==> src/rtl/hdr_stream_aligner.sv <==
// hdr_stream_aligner: pairs the live exposure stream with the stored exposure
// stream. The stored stream is buffered in a FIFO and paced by asi_snk_1_ready_o.
// Define HDR_ALIGN_STATS_EN to compile in the alignment statistics counters on stats_o.
module hdr_stream_aligner #(
  parameter int DATA_WIDTH = 32,
  parameter int DEPTH      = 64
) (
  input  logic                  clk,
  input  logic                  reset_n,
  input  logic                  asi_snk_0_valid_i,
  input  logic [DATA_WIDTH-1:0] asi_snk_0_data_i,
  input  logic                  asi_snk_0_startofpacket_i,
  input  logic                  asi_snk_0_endofpacket_i,
  input  logic                  asi_snk_1_valid_i,
  input  logic [DATA_WIDTH-1:0] asi_snk_1_data_i,
  input  logic                  asi_snk_1_startofpacket_i,
  input  logic                  asi_snk_1_endofpacket_i,
  output logic                  asi_snk_1_ready_o,
  output logic                  aso_src_valid_o,
  output logic                  aso_src_startofpacket_o,
  output logic                  aso_src_endofpacket_o,
  output logic [DATA_WIDTH-1:0] aso_src_data0_o,
  output logic [DATA_WIDTH-1:0] aso_src_data1_o,
  output logic                  underflow_o,
  output logic                  misalign_o,
  input  logic                  clear_i,
  output logic [47:0]           stats_o
);
  localparam int AW = $clog2(DEPTH);
  localparam int WW = DATA_WIDTH + 2;
  localparam logic [AW:0] DEPTH_CNT = (AW+1)'(DEPTH);

  typedef enum logic [1:0] {SYNC, ARMED, RUN} state_t;
  state_t state_q, state_d;

  // Stored words are kept as {eop, sop, data}.
  logic [WW-1:0]         mem [DEPTH];
  logic [AW-1:0]         wr_ptr_q, wr_ptr_d, rd_ptr_q, rd_ptr_d, rd_ptr_nx;
  logic [AW:0]           count_q, count_d;
  logic                  ready_q, ready_d;
  logic                  push, pop, fifo_empty;
  logic [DATA_WIDTH-1:0] head_data;
  logic                  head_sop, head_eop, next_sop;

  logic                  valid_q, valid_d, sop_q, sop_d, eop_q, eop_d;
  logic [DATA_WIDTH-1:0] data0_q, data0_d, data1_q, data1_d;
  logic                  underflow_q, underflow_d, misalign_q, misalign_d;
  logic                  uf_event, ma_event, frame_event;

  assign push       = asi_snk_1_valid_i && ready_q;
  assign fifo_empty = (count_q == '0);
  assign rd_ptr_nx  = rd_ptr_q + AW'(1);
  // Head is read asynchronously: the FSM needs its sop/eop in the same cycle.
  assign head_data  = mem[rd_ptr_q][DATA_WIDTH-1:0];
  assign head_sop   = mem[rd_ptr_q][DATA_WIDTH];
  assign head_eop   = mem[rd_ptr_q][DATA_WIDTH+1];
  assign next_sop   = mem[rd_ptr_nx][DATA_WIDTH];

  // FIFO storage write port; contents need no reset because count gates reads.
  always_ff @(posedge clk) begin
    if (push) mem[wr_ptr_q] <= {asi_snk_1_endofpacket_i, asi_snk_1_startofpacket_i, asi_snk_1_data_i};
  end

  // Alignment FSM: decides pops, the paired stored word and fault events.
  always_comb begin
    state_d     = state_q;
    pop         = 1'b0;
    uf_event    = 1'b0;
    ma_event    = 1'b0;
    frame_event = 1'b0;
    valid_d     = asi_snk_0_valid_i;
    sop_d       = asi_snk_0_valid_i && asi_snk_0_startofpacket_i;
    eop_d       = asi_snk_0_valid_i && asi_snk_0_endofpacket_i;
    data0_d     = asi_snk_0_data_i;
    data1_d     = asi_snk_0_data_i;
    case (state_q)
      SYNC: begin
        if (!fifo_empty) begin
          if (head_sop) state_d = ARMED;
          else          pop     = 1'b1;
        end
      end
      ARMED: begin
        if (asi_snk_0_valid_i && asi_snk_0_startofpacket_i && !fifo_empty) begin
          pop     = 1'b1;
          data1_d = head_data;
          state_d = RUN;
        end
      end
      RUN: begin
        if (asi_snk_0_valid_i) begin
          if (fifo_empty) begin
            uf_event = 1'b1;
            state_d  = SYNC;
          end else begin
            pop     = 1'b1;
            data1_d = head_data;
            if (asi_snk_0_endofpacket_i != head_eop) begin
              ma_event = 1'b1;
              state_d  = SYNC;
            end else if (asi_snk_0_endofpacket_i) begin
              frame_event = 1'b1;
              // The word behind the popped head only exists if at least two were held.
              state_d = (count_q > (AW+1)'(1) && next_sop) ? ARMED : SYNC;
            end
          end
        end
      end
      default: state_d = SYNC;
    endcase
  end

  // FIFO bookkeeping and sticky fault flags (a new fault beats a clear).
  always_comb begin
    wr_ptr_d = push ? wr_ptr_q + AW'(1) : wr_ptr_q;
    rd_ptr_d = pop  ? rd_ptr_q + AW'(1) : rd_ptr_q;
    count_d  = count_q;
    if (push && !pop)      count_d = count_q + (AW+1)'(1);
    else if (pop && !push) count_d = count_q - (AW+1)'(1);
    ready_d     = (count_d < DEPTH_CNT);
    underflow_d = clear_i ? 1'b0 : underflow_q;
    misalign_d  = clear_i ? 1'b0 : misalign_q;
    if (uf_event) underflow_d = 1'b1;
    if (ma_event) misalign_d  = 1'b1;
  end

  // State, FIFO control and output registers.
  always_ff @(posedge clk) begin
    if (!reset_n) begin
      state_q     <= SYNC;
      wr_ptr_q    <= '0;
      rd_ptr_q    <= '0;
      count_q     <= '0;
      ready_q     <= 1'b0;
      valid_q     <= 1'b0;
      sop_q       <= 1'b0;
      eop_q       <= 1'b0;
      data0_q     <= '0;
      data1_q     <= '0;
      underflow_q <= 1'b0;
      misalign_q  <= 1'b0;
    end else begin
      state_q     <= state_d;
      wr_ptr_q    <= wr_ptr_d;
      rd_ptr_q    <= rd_ptr_d;
      count_q     <= count_d;
      ready_q     <= ready_d;
      valid_q     <= valid_d;
      sop_q       <= sop_d;
      eop_q       <= eop_d;
      data0_q     <= data0_d;
      data1_q     <= data1_d;
      underflow_q <= underflow_d;
      misalign_q  <= misalign_d;
    end
  end

  assign asi_snk_1_ready_o       = ready_q;
  assign aso_src_valid_o         = valid_q;
  assign aso_src_startofpacket_o = sop_q;
  assign aso_src_endofpacket_o   = eop_q;
  assign aso_src_data0_o         = data0_q;
  assign aso_src_data1_o         = data1_q;
  assign underflow_o             = underflow_q;
  assign misalign_o              = misalign_q;

`ifdef HDR_ALIGN_STATS_EN
  logic [15:0] frames_q, frames_d, uf_cnt_q, uf_cnt_d, ma_cnt_q, ma_cnt_d;

  // Saturating event counters; an event in the clear cycle counts as the first.
  always_comb begin
    frames_d = clear_i ? 16'd0 : frames_q;
    uf_cnt_d = clear_i ? 16'd0 : uf_cnt_q;
    ma_cnt_d = clear_i ? 16'd0 : ma_cnt_q;
    if (frame_event && frames_d != 16'hFFFF) frames_d = frames_d + 16'd1;
    if (uf_event    && uf_cnt_d != 16'hFFFF) uf_cnt_d = uf_cnt_d + 16'd1;
    if (ma_event    && ma_cnt_d != 16'hFFFF) ma_cnt_d = ma_cnt_d + 16'd1;
  end

  // Counter registers.
  always_ff @(posedge clk) begin
    if (!reset_n) begin
      frames_q <= '0;
      uf_cnt_q <= '0;
      ma_cnt_q <= '0;
    end else begin
      frames_q <= frames_d;
      uf_cnt_q <= uf_cnt_d;
      ma_cnt_q <= ma_cnt_d;
    end
  end

  assign stats_o = {ma_cnt_q, uf_cnt_q, frames_q};
`else
  logic unused_frame_event;
  assign unused_frame_event = frame_event;
  assign stats_o = '0;
`endif
endmodule

==> config.mk <==
export PLATFORM = sky130hd
export DESIGN_NAME = hdr_stream_aligner
export DESIGN_NICKNAME = d
export VERILOG_FILES = /design/src/rtl/hdr_stream_aligner.sv
export SDC_FILE = /design/constraint.sdc
export NUM_CORES = 2
export LEC_CHECK = 0
export ABC_CLOCK_PERIOD_IN_PS = 4300
export BUFFER_PORTS_ARGS = -buffer_cell sky130_fd_sc_hd__buf_2
export CAP_MARGIN = 40
export CORE_UTILIZATION = 36
export CTS_BUF_LIST = sky130_fd_sc_hd__clkbuf_8
export DETAILED_ROUTE_END_ITERATION = 6
export SYNTH_ARGS = -nofsm -noshare
export SYNTH_HDL_FRONTEND = slang
export SYNTH_SLANG_ARGS = --single-unit
==> constraint.sdc <==
create_clock -name clk -period 4.3 [get_ports clk]
set_clock_uncertainty 0.1 [all_clocks]
set_input_delay 0.43 -clock clk [delete_from_list [all_inputs] [get_ports clk]]
set_output_delay 0.43 -clock clk [all_outputs]
set_load 0.03 [all_outputs]
==> flow_summary.json <==
{
  "fmax_mhz": 260,
  "hold_depth": 4,
  "crit_end": "aso_src_data1_o[14]$_SDFF_PN0_",
  "grt_max_degree": 132,
  "postCtsResizedCells": 0,
  "cp.arrival_ns": 4.67,
  "ys_seq_area_share_pct": 77.2,
  "synth_top_area_cell": "edfxtp_1",
  "grt_pass1_wl_um": 338000,
  "die_h_um": 494,
  "p_total_uw": 47000,
  "rsz0062_at_grt": "false",
  "clk_path_buf_depth": 4,
  "start_util_pct": 36.2,
  "fin_setup_tns_ns": 0,
  "nets": 4406,
  "cts_inserted_buffers": 383,
  "drtPass1Iterations": 5,
  "syn_area_per_cell_um2": 23.6,
  "worst_setup_path_start_kind": "flop",
  "power.leakage_uw": 0.0315,
  "setup_violations": 0,
  "critPathMaxFanout": 82,
  "synth_top_area_share_pct": 75.0,
  "place_congestion": 0.803,
  "regToRegSetupSlack_ns": 0.45,
  "post_drt_via_cell_ratio": 5.52,
  "antenna_left": 0,
  "root_buffer": "clkbuf_8",
  "wl_per_cell_um": 31.2,
  "antenna_found_initial": 20,
  "cts.sinks": 2273,
  "area_growth_pct": 16.7,
  "portBuffers": 142,
  "synthDistinctLibCells": 55,
  "worst_slew_pin_slew_ns": 1.07,
  "core-area_mm2": 0.241,
  "synth_flop_cell": "edfxtp_1",
  "worst_r2r_path_depth": 7,
  "grt_pass1_vias": 43200,
  "maxCapViolCount": 0,
  "num_vias": 43000,
  "fin_crit_sh_pct": 89.6,
  "netlist_area_mm2": 0.0872,
  "synth_cells": 3689,
  "row_count": 180,
  "cp-end-kind": "flop",
  "synthArstFlopShare_pct": 0,
  "cts_tree": "done",
  "r2r_end": "aso_src_data1_o[14]$_SDFF_PN0_",
  "drcViolationCount": 0,
  "layout_common_cells": "edfxtp_1, mux4_2, clkbuf_8",
  "clkLatencyLatePin_ns": 1.06,
  "yosysWarnings": 0,
  "hold_path_class": "primary input to flop",
  "hpwl_um": 131000,
  "grt.overflow.total": 0,
  "dieArea_mm2": 0.244,
  "routed_wirelength_um": 243000,
  "synth-seq-cells": 2273,
  "fillers": 20600,
  "ir_drop_v": 0.000367,
  "gr-usage-all-layers_pct": 19.9,
  "status": "finished, final reports clean",
  "layout-drive-gt1-share_pct": 34.7,
  "p_per_area_mw_per_mm2": 463,
  "layout_commonest_cell": "edfxtp_1",
  "synth-edff-count": 2176,
  "clk_pin_slew_ns": 0.06,
  "ioPinCount": 191,
  "max_slew_margin_pct": 28.6,
  "die_w_um": 494,
  "cp.required_ns": 5.12,
  "cts_htree_levels": 5,
  "maxSlewViolCount": 0,
  "hold_violations": 0,
  "period_minus_slack_ns": 3.85,
  "drt_iter0_drc": 5205,
  "crit_type": "flop to flop",
  "yosys-top-cells-area": "edfxtp_1, mux4_2, dfxtp_1"
}
kinds of logic (layout without fill, tap and decap cells):
logic type | after synthesis | in the layout | share of synthesized area (%)
buffers and inverters | 290 | 1154 | 1.53
xor gates and xnor gates | 10 | 10 | 0.100
AOI/OAI and AO/OA | 93 | 93 | 0.662
muxes | 742 | 742 | 18.8
adders and majority gates | 12 | 12 | 0.172
DFF | 2273 | 2273 | 77.2
other | 1 | 53 | 0.00430
and+or+nand+nor | 268 | 268 | 1.50
power by group:
| group | total [uW] | switching [uW] | internal [uW] |
|---|---|---|---|
| clock network | 17600 | 8480 | 9080 |
| registers | 24500 | 115 | 24400 |
| logic | 4930 | 2650 | 2280 |
| total | 47000 | 11200 | 35800 |
how the worst min path moves through the flow:
stage / slack [ns] / end / from
finish: 0.09 / aso_src_data0_o[11]$_SDFF_PN0_ / asi_snk_0_data_i[11]
global route: 0.05 / mem[33][7]$_DFFE_PP_ / asi_snk_1_data_i[7]
CTS: 0.005 / mem[33][7]$_DFFE_PP_ / asi_snk_1_data_i[7]
floorplan: 0.37 / count_q[5]$_SDFFE_PN0P_ / count_q[5]$_SDFFE_PN0P_
detailed placement: 0.40 / misalign_o$_SDFFE_PN0P_ / misalign_o$_SDFFE_PN0P_
global placement: 0.39 / underflow_o$_SDFFE_PN0P_ / underflow_o$_SDFFE_PN0P_
per-layer routing:
layer  vias to the layer above  wire (um)  global-route usage [%]
li1                      16900          -                       -
met2                      2083     119000                    32.1
met1                     23500      97900                    27.0
met5                         -         27                       0
met4                         4       7550                    6.55
met3                       447      19000                    3.89
flip-flops by register name, summed over array words and instances (netlist names), 2 cells and up, named ones only:
name	cells
mem	2176
state_q	2
wr_ptr_q	6
count_q	6
aso_src_data1_o	32
aso_src_data0_o	32
rd_ptr_q	6
Yosys cell counts, types with 5 or more instances:
library cell and count:
a21oi_1 19, and3_1 7, buf_1 58, buf_2 19
buf_4 52, clkbuf_1 110, dfxtp_1 97, edfxtp_1 2176
ha_1 12, inv_1 48, mux2_2 7, mux2i_1 17
mux4_2 718, nand2_1 65, nand2b_1 35, nand3_1 15
nand3b_1 5, nand4_1 5, nor2_1 94, nor2b_1 9
nor3_1 8, o21ai_0 40, xor2_1 6
per-stage QoR:
stage	cell area (um^2)	hold WS, ns	util [%]	std cells	setup slack (ns)
floorplan	87300	0.370	-	3736	0.414
global placement	93000	0.392	38.7	6973	0.338
detailed placement	93700	0.400	39.0	7008	0.325
CTS	102000	0.00530	42.2	7778	0.315
global route	102000	0.0515	42.3	7788	0.104
finish	102000	0.0921	42.3	7790	0.447
final cells by class:
type / count / area (um^2) / share of cell area [%]
diodes: 5 / 12.5 / 0.0123
clock buffers: 392 / 5400 / 5.31
clock inverters: 272 / 1420 / 1.39
inverters: 48 / 180 / 0.177
multi-input cells: 1173 / 19200 / 18.9
flip-flops and latches: 2273 / 67300 / 66.2
well taps: 3185 / 3990 / 3.92
repair buffers: 442 / 4190 / 4.12
critical path, cell delays in order, from the launching register on:
cell      delay, ns
dfxtp_4        0.47
buf_12         0.40
buf_12         0.60
mux4_2         0.63
mux4_2         0.54
mux4_2         0.49
nand2b_1       0.25
o21ai_0        0.13
repair_timing:
| item | in CTS | in global routing |
|---|---|---|
| setup endpoints to repair | 0 | 1 |
| hold buffers | 106 | 0 |
| endpoints found under the hold margin | 2231 | 0 |
| buffers inserted | 0 | 5 |
(Power assumes the default switching activity.)
